<file path="src/rtl/alu_result_stage_pkg.sv">
`default_nettype none
// ============================================================================
// Module      : alu_result_stage_pkg
// Description : Shared widths, flag-bit indices and opcode codes for the ALU
//               result/writeback stage.
// Revision    : 1.0 - initial release
// ============================================================================
package alu_result_stage_pkg;

    localparam int c_arg_width = 2;
    localparam int c_sel_width = 5;
    localparam int c_flags_w   = 4;

    // Flag vector layout is {E,V,C,Z}
    localparam int c_flg_z = 0;
    localparam int c_flg_c = 1;
    localparam int c_flg_v = 2;
    localparam int c_flg_e = 3;

    typedef enum logic [c_sel_width-1:0] {
        OP_ADD = 5'd0,
        OP_SUB = 5'd1,
        OP_AND = 5'd2,
        OP_OR  = 5'd3,
        OP_XOR = 5'd4,
        OP_ROL = 5'd5,
        OP_ROR = 5'd6
    } alu_op_e;

    function automatic logic [c_flags_w-1:0] pack_flags(
        input logic e,
        input logic v,
        input logic c,
        input logic z
    );
        logic [c_flags_w-1:0] f;
        f          = '0;
        f[c_flg_e] = e;
        f[c_flg_v] = v;
        f[c_flg_c] = c;
        f[c_flg_z] = z;
        return f;
    endfunction

endpackage
`default_nettype wire

</file>
<file path="src/rtl/alu_res_fifo.sv">
`default_nettype none
// ============================================================================
// Module      : alu_res_fifo
// Description : Generic DEPTH x WIDTH synchronous FIFO. Pushes when full and
//               pops when empty are ignored; rdata holds the last popped word
//               while empty.
// Revision    : 1.0 - initial release
// ============================================================================
module alu_res_fifo #(
    parameter int WIDTH = 8,
    parameter int DEPTH = 2
) (
    input  logic                       clk,
    input  logic                       rst,
    input  logic                       push,
    input  logic                       pop,
    input  logic [WIDTH-1:0]           wdata,
    output logic [WIDTH-1:0]           rdata,
    output logic                       empty,
    output logic [$clog2(DEPTH):0]     count
);

    localparam int c_ptr_w = $clog2(DEPTH);
    localparam int c_cnt_w = c_ptr_w + 1;

    logic [WIDTH-1:0]   r_mem [DEPTH];
    logic [c_ptr_w-1:0] r_wr_ptr;
    logic [c_ptr_w-1:0] r_rd_ptr;
    logic [c_cnt_w-1:0] r_count;
    logic [WIDTH-1:0]   r_hold;

    logic w_full;
    logic w_empty;
    logic w_push;
    logic w_pop;

    assign w_full  = (r_count == c_cnt_w'(DEPTH));
    assign w_empty = (r_count == '0);
    assign w_push  = push & ~w_full;
    assign w_pop   = pop & ~w_empty;

    generate
        for (genvar i = 0; i < DEPTH; i++) begin : g_mem
            always_ff @(posedge clk) begin
                if (rst) begin
                    r_mem[i] <= '0;
                end else if (w_push && (r_wr_ptr == c_ptr_w'(i))) begin
                    r_mem[i] <= wdata;
                end
            end
        end
    endgenerate

    // Pointers are power-of-two wide, so natural overflow gives the modulo wrap
    always_ff @(posedge clk) begin
        if (rst) begin
            r_wr_ptr <= '0;
            r_rd_ptr <= '0;
            r_count  <= '0;
            r_hold   <= '0;
        end else begin
            if (w_push) begin
                r_wr_ptr <= r_wr_ptr + 1'b1;
            end
            if (w_pop) begin
                r_rd_ptr <= r_rd_ptr + 1'b1;
                r_hold   <= r_mem[r_rd_ptr];
            end
            case ({w_push, w_pop})
                2'b10:   r_count <= r_count + 1'b1;
                2'b01:   r_count <= r_count - 1'b1;
                default: r_count <= r_count;
            endcase
        end
    end

    assign rdata = w_empty ? r_hold : r_mem[r_rd_ptr];
    assign empty = w_empty;
    assign count = r_count;

endmodule
`default_nettype wire

</file>
<file path="src/rtl/alu_result_stage.sv">
`default_nettype none
// ============================================================================
// Module      : alu_result_stage
// Description : Registered writeback stage behind the ALU: buffers result,
//               opcode and {E,V,C,Z} flags in a FIFO, keeps the flags of the
//               last accepted op and a sticky error bit. Optional saturating
//               op/error counters are enabled by ALU_RESULT_PERF_CNT_EN.
// Revision    : 1.0 - initial release
// ============================================================================
module alu_result_stage
    import alu_result_stage_pkg::*;
#(
    parameter int DATA_W = c_arg_width,
    parameter int SEL_W  = c_sel_width,
    parameter int DEPTH  = 2,
    parameter int CNT_W  = 16
) (
    input  logic                 clk,
    input  logic                 rst,
    input  logic                 in_valid,
    output logic                 in_ready,
    input  logic [DATA_W-1:0]    in_result,
    input  logic [SEL_W-1:0]     in_sel,
    input  logic                 in_zero,
    input  logic                 in_carry,
    input  logic                 in_overflow,
    input  logic                 in_error,
    output logic                 out_valid,
    input  logic                 out_ready,
    output logic [DATA_W-1:0]    out_result,
    output logic [SEL_W-1:0]     out_sel,
    output logic [c_flags_w-1:0] out_flags,
    output logic [c_flags_w-1:0] flags_q,
    output logic                 err_sticky,
    input  logic                 err_clr,
    output logic [CNT_W-1:0]     op_count,
    output logic [CNT_W-1:0]     err_count
);

    localparam int c_word_w = SEL_W + c_flags_w + DATA_W;
    localparam int c_cnt_w  = $clog2(DEPTH) + 1;

    logic [c_flags_w-1:0] w_in_flags;
    logic [c_word_w-1:0]  w_in_word;
    logic [c_word_w-1:0]  w_out_word;
    logic                 w_empty;
    logic [c_cnt_w-1:0]   w_count;
    logic                 w_accept;
    logic                 w_pop;

    logic [c_flags_w-1:0] r_flags_q;
    logic                 r_err_sticky;

    // Ready comes from the registered occupancy only, so out_ready never
    // reaches in_ready combinationally; a full FIFO never passes through.
    assign in_ready  = (w_count != c_cnt_w'(DEPTH));
    assign out_valid = ~w_empty;
    assign w_accept  = in_valid & in_ready;
    assign w_pop     = out_valid & out_ready;

    assign w_in_flags = pack_flags(in_error, in_overflow, in_carry, in_zero);
    assign w_in_word  = {in_sel, w_in_flags, in_result};

    alu_res_fifo #(
        .WIDTH (c_word_w),
        .DEPTH (DEPTH)
    ) u_fifo (
        .clk   (clk),
        .rst   (rst),
        .push  (w_accept),
        .pop   (w_pop),
        .wdata (w_in_word),
        .rdata (w_out_word),
        .empty (w_empty),
        .count (w_count)
    );

    assign out_result = w_out_word[DATA_W-1:0];
    assign out_flags  = w_out_word[DATA_W +: c_flags_w];
    assign out_sel    = w_out_word[DATA_W + c_flags_w +: SEL_W];

    // A new error in the same cycle as err_clr wins over the clear
    always_ff @(posedge clk) begin
        if (rst) begin
            r_flags_q    <= '0;
            r_err_sticky <= 1'b0;
        end else begin
            if (w_accept) begin
                r_flags_q <= w_in_flags;
            end
            r_err_sticky <= (r_err_sticky & ~err_clr) | (w_accept & in_error);
        end
    end

    assign flags_q    = r_flags_q;
    assign err_sticky = r_err_sticky;

`ifdef ALU_RESULT_PERF_CNT_EN
    logic [CNT_W-1:0] r_op_count;
    logic [CNT_W-1:0] r_err_count;

    always_ff @(posedge clk) begin
        if (rst) begin
            r_op_count  <= '0;
            r_err_count <= '0;
        end else if (w_accept) begin
            if (r_op_count != '1) begin
                r_op_count <= r_op_count + 1'b1;
            end
            if (in_error && (r_err_count != '1)) begin
                r_err_count <= r_err_count + 1'b1;
            end
        end
    end

    assign op_count  = r_op_count;
    assign err_count = r_err_count;
`else
    assign op_count  = '0;
    assign err_count = '0;
`endif

endmodule
`default_nettype wire

</file>
<file path="config.mk">
export PLATFORM = sky130hd
export DESIGN_NAME = alu_result_stage
export DESIGN_NICKNAME = d
export VERILOG_FILES = /design/src/rtl/alu_result_stage_pkg.sv /design/src/rtl/alu_res_fifo.sv /design/src/rtl/alu_result_stage.sv
export SDC_FILE = /design/constraint.sdc
export NUM_CORES = 1
export LEC_CHECK = 0
export CORE_ASPECT_RATIO = 1.4
export CORE_MARGIN = 2
export CORE_UTILIZATION = 50
export DETAILED_ROUTE_END_ITERATION = 6
export PLACE_DENSITY = 0.85
export SLEW_MARGIN = 30
export SYNTH_ARGS = -nofsm -noshare
export SYNTH_HDL_FRONTEND = slang
export SYNTH_HIERARCHICAL = 1
export SYNTH_SLANG_ARGS = --single-unit
</file>
<file path="constraint.sdc">
create_clock -name clk -period 5.9 [get_ports clk]
set_input_delay 1.18 -clock clk [delete_from_list [all_inputs] [get_ports clk]]
set_output_delay 1.18 -clock clk [all_outputs]
set_load 0.005 [all_outputs]
</file>
### Word-level counts from Yosys, hierarchy flattened

Memory sizes are Yosys's and may differ from the RTL's. A register that Yosys moved wholly into a read port is not among the register bits.
Cells that the tools add are included.

* register bits after elaboration: 20
* bits in writable memories: 22
* bits of input ports: 16
* memories kept: 1

Memories
* u_fifo.r_mem: words 2, bits a word 11, rd ports 1, clocked after memory_dff 1, wr ports 2, line alu_res_fifo.sv:26 `logic [WIDTH-1:0] r_mem [DEPTH];`

* add/subtract/negate cells: 4
* eq/ne operators: 4
* muxes and demuxes: 14
* bitwise gates (word level): 13
* reductions and logical operators: 4

Operator list (number)
* two-way mux 11 bit: 3
* two-way mux 1 bit: 10
* bitwise AND 1 bit: 6
* == test 2 bit (second input constant): 2
* NOT 1 bit: 4
* one-hot mux 2 bit (2 select lines): 1
* OR 1 bit: 3
* adder 1 bit (second input constant): 2
* adder 2 x 1 -> 2 bit (second input constant): 1
* == test 2 x 1 -> 1 bit (second input constant): 1
* logical AND 1 bit: 2
* logical NOT 2 bit: 1
* inequality test 2 bit (second input constant): 1
* nonzero test 2 bit: 1
* subtractor 2 x 1 -> 2 bit (second input constant): 1

### Longest topological paths before layout

* word-level depth: 8
* mapped depth: 11
* depth with buffers taken out: 8

### Hierarchy

Netlist, hierarchy kept.

Modules (own cells, without submodules)
* alu_res_fifo: times used 1, cells an instance 150, area an instance 1654.1 um^2, seq. area each 980.9 um^2
* alu_result_stage: times used 1, cells an instance 57, area an instance 494.2 um^2, seq. area each 100.1 um^2

### Least setup slack after synthesis

Ideal clock, no wire load.

* kind: input to register
* start: input out_ready
* end: register u_fifo.r_count[1], in the netlist u_fifo/count[1]
* library setup time: 0.070 ns
* arrival time: 2.382 ns
* slack: 3.448 ns
* stages: 6
* path buffers: 1
* cell sequence: nor2b_1 o21a_2 buf_2 ha_1 or3_1 a21oi_1

* longest elaborated chain between the ends: 4

RTL lines
* start, declared: line alu_result_stage.sv:29 `input logic out_ready,`
* bitwise AND 1 bit (*): line alu_result_stage.sv:59 `assign w_pop = out_valid & out_ready;`
* bitwise AND 1 bit (*): line alu_res_fifo.sv:40 `assign w_pop = pop & ~w_empty;`
* named net u_fifo.w_pop: line alu_res_fifo.sv:35 `logic w_pop;`
* == test 2 x 1 -> 1 bit / == test 2 bit (equally long branches): line alu_res_fifo.sv:69 `case ({w_push, w_pop})`
* one-hot mux 2 bit (2 select lines) / nonzero test 2 bit (equally long branches)
* end signal, assigned: line alu_res_fifo.sv:70 `2'b10: r_count <= r_count + 1'b1;`
* end signal, assigned: line alu_res_fifo.sv:71 `2'b01: r_count <= r_count - 1'b1;`
* end signal, assigned: line alu_res_fifo.sv:72 `default: r_count <= r_count;`
* end, declared: line alu_res_fifo.sv:29 `logic [c_cnt_w-1:0] r_count;`

Mark *: on every way through the listed nets, which the timed path passes. The rest lies on a longest branch.
A chain may end at the register's enable or synchronous reset.

### Worst setup path in the final report

* start: register u_fifo.r_count[1], in the netlist u_fifo/count[1]
* end: output out_sel[2]

* longest elaborated chain between the ends: 2

RTL lines
* logical NOT 2 bit: line alu_res_fifo.sv:38 `assign w_empty = (r_count == '0);`
* two-way mux 11 bit: line alu_res_fifo.sv:77 `assign rdata = w_empty ? r_hold : r_mem[r_rd_ptr];`
* end, declared: line alu_result_stage.sv:31 `output logic [SEL_W-1:0] out_sel,`

No other way between the ends.

==> impl_metrics.env <==
export IMPL_fp_row_count=28
export IMPL_grt_use_total_pct=15.33
export IMPL_ys_async_sr_fraction_pct=0
export IMPL_grt_pass1_vias=1249
export IMPL_cp_max_fo=23
export IMPL_clock_fmax_mhz=300.5
export IMPL_post_cts_buffers=0
export IMPL_ios=66
export IMPL_path_cells="or2_1 > nor2_1 > a21oi_1 > clkdlybuf4s50_1"
export IMPL_peakVddDrop_mv=0.2190
export IMPL_fin_nets=252
export IMPL_hold_viol_final=0
export IMPL_worstSetupStartpoint="u_fifo/count[1]"
export IMPL_drv_slew=0
export IMPL_grt_setup_unrepaired="false"
export IMPL_p_leak_nw=0.9307
export IMPL_r2r_start="u_fifo/count[1]"
export IMPL_die_w_um=59.40
export IMPL_critical_path_top_delay_family="simple AND/OR/NAND/NOR gates"
export IMPL_critPathRequiredTime_ns=4.72
export IMPL_cp_arrival_ns=2.15
export IMPL_ys_seq_elements=43
export IMPL_drt_iter0_drc=24
export IMPL_synth_seq_area_share_pct=50.32
export IMPL_synth_edf_count=22
export IMPL_insertion_delay_ns=0.29
export IMPL_dieArea_sq_um=4844
export IMPL_path_clk_slew_ns=0.08
export IMPL_critPathKind="reg2out"
export IMPL_syn_cell_area_sq_um=2148
export IMPL_setup_ws_ns=2.572
export IMPL_worstSetupEndpointType="primary output"
export IMPL_yosys_warnings=6
export IMPL_wl_um=3588
export IMPL_hpwl_um=2606
export IMPL_grt_overflow_total=0
export IMPL_crit_path_start_kind="register"
export IMPL_avgSynthCellArea_sq_um=10.38
export IMPL_powerDensity_nw_per_um2=411.5
export IMPL_min_from="flags_q[0]"
export IMPL_cpMaxStageDelayCell="or2_1"
export IMPL_hold_buffers=0
export IMPL_ant_nets=0
export IMPL_antennaDiodeCount=0
export IMPL_worst_pin_slew_ns=0.8105
export IMPL_timing_critical_path_buf_inv=1
export IMPL_antenna_found_initial=0
export IMPL_vias=1383
export IMPL_clockRootBuffer="clkbuf_8"
export IMPL_grt_pass1_wl_um=5609
export IMPL_cts_num_sinks=43
export IMPL_ctsLongestPathBuffers=2
export IMPL_fin_crit_ns=3.328
export IMPL_synth_cell_types=35
export IMPL_grt_start_max_net_pins=29
export IMPL_vias_per_cell=4.922
export IMPL_synth_top_flop_cell="edfxtp_1"
export IMPL_htree_levels=2
export IMPL_setup_tns_ns=0
export IMPL_status="complete, no violations"
export IMPL_cts_buffers=5
export IMPL_fill_cells=334
export IMPL_relSlewSlack_pct=45.52
export IMPL_route_detailed_drc=0
export IMPL_fin_worst_skew_ns=0.009843
export IMPL_cts_resized=0
export IMPL_wl_per_cell_um=12.77
export IMPL_cts_tree="done"
export IMPL_start_util_pct=51.53
export IMPL_coreArea_sq_um=4169
export IMPL_post_place_ws_ns=2.511
export IMPL_port_buffers=33
export IMPL_setup_violations=0
export IMPL_place_gp_congestion=0.7558
export IMPL_maxCapViolations=0
export IMPL_holdCritPathClass="reg2reg"
export IMPL_first_pass_iters=4
export IMPL_syn2layout_area_growth_pct=14.79
export IMPL_die_h_um=81.56
export IMPL_synth_cells=207
export IMPL_critPathMaxStageDelay_ns=0.60
export IMPL_layout_drive_gt1_share_pct=7.627
export IMPL_fin_crit_sh_pct=56.40
==> kinds of logic after synthesis <==
family / count (synthesis) / share of synthesized area [%]
and+or+nand+nor: 67 / 17.47
other: 1 / 0.1746
buffers and inverters: 47 / 14.68
AOI/OAI and AO/OA: 34 / 10.43
muxes: 11 / 5.125
adders and majority gates: 1 / 0.5823
DFF: 43 / 50.32
xor gates and xnor gates: 3 / 1.223
==> synth_stat cells (2+ instances only) <==
cell type	number	area (sq um)
buf_4	33	247.7
nor2_1	25	93.84
and2_1	22	137.6
edfxtp_1	22	660.6
dfxtp_1	21	420.4
a21oi_1	14	70.07
a211oi_1	11	82.58
mux2i_1	11	110.1
nand2b_1	6	37.54
buf_2	5	25.02
inv_1	4	15.01
nand4b_1	3	26.28
o21ai_2	3	26.28
clkbuf_1	2	7.510
nand3_1	2	10.01
nor2b_1	2	12.51
o21ai_0	2	10.01
xnor2_1	2	17.52
==> registers in the layout, indices dropped and copies added, names as in the netlist, named ones only <==
signal,count
err_sticky,1
flags_q,4
u_fifo/count,2
u_fifo/r_hold,11
u_fifo/r_mem,22
u_fifo/r_rd_ptr,1
u_fifo/r_wr_ptr,1
==> cells in the final DEF, fill, tap and decap left out, types with 2 or more instances in the layout <==
master,Yosys,routed
nand4b_1,3,3
edfxtp_1,22,22
nor4_2,1,2
clkbuf_8,0,5
o21ai_0,2,2
a21oi_1,14,14
nor2_1,25,25
nor2b_1,2,2
xnor2_1,2,2
nand2b_1,6,6
mux2i_1,11,11
o21ai_2,3,3
and2_1,22,22
a211oi_1,11,11
clkdlybuf4s50_1,0,32
conb_1,1,32
dfxtp_1,21,21
inv_1,4,4
nand3_1,2,2
==> final timing paths <==
path | cells past startpoint | end | slack, ns
setup / recovery | 4 | out_sel[2] | 2.57
hold / removal | 2 | flags_q[0] | 0.48
setup reg to reg | 7 | u_fifo/count[1] | 3.21
hold reg to reg | 2 | flags_q[0] | 0.48
==> routing by layer <==
layer  track usage (%)  share of wire [%]
met1             17.17                 41
met2             27.14                 52
met3             3.465                5.0
met4             6.818                1.6
met5                 0                  0
==> stage by stage <==
step	std cells	instance area [sq um]	hold slack, ns	util (%)	power [mW]
floorplan	238	2265	0.4597	-	0.6481
detailed placement	273	2357	0.4650	56.54	0.8001
finish	281	2466	0.4849	59.15	1.015
CTS	281	2467	0.4856	59.18	1.023
global placement	273	2351	0.4643	56.39	0.7854
global route	281	2466	0.4986	59.15	1.078
==> power by group <==
group          leakage (nW)  switching (mW)  total (mW)  internal, mW
Sequential            0.405          0.0375       0.415         0.378
Clock                0.0514          0.0961       0.222         0.126
Combinational         0.474           0.177       0.377         0.201
==> worst min-delay path, delay by kind of cell, from the launching register on <==
kind | cells | cell delay [ns]
flip-flops | 1 | 0.32
AND/OR/NAND/NOR | 1 | 0.08
AO/OA/AOI/OAI | 1 | 0.05
==> cell type report <==
| cell class | count | area (sq um) | area share, % |
|---|---|---|---|
| sequential | 43 | 1081 | 43.84 |
| tap | 45 | 56.30 | 2.283 |
| clock inverter | 2 | 37.54 | 1.522 |
| inverter | 4 | 15.01 | 0.6088 |
| clock buffer | 6 | 72.57 | 2.943 |
| multi-input combinational | 148 | 878.3 | 35.62 |
| timing repair buffer | 33 | 325.3 | 13.19 |
No activity file was read; power rests on OpenSTA's default activity.
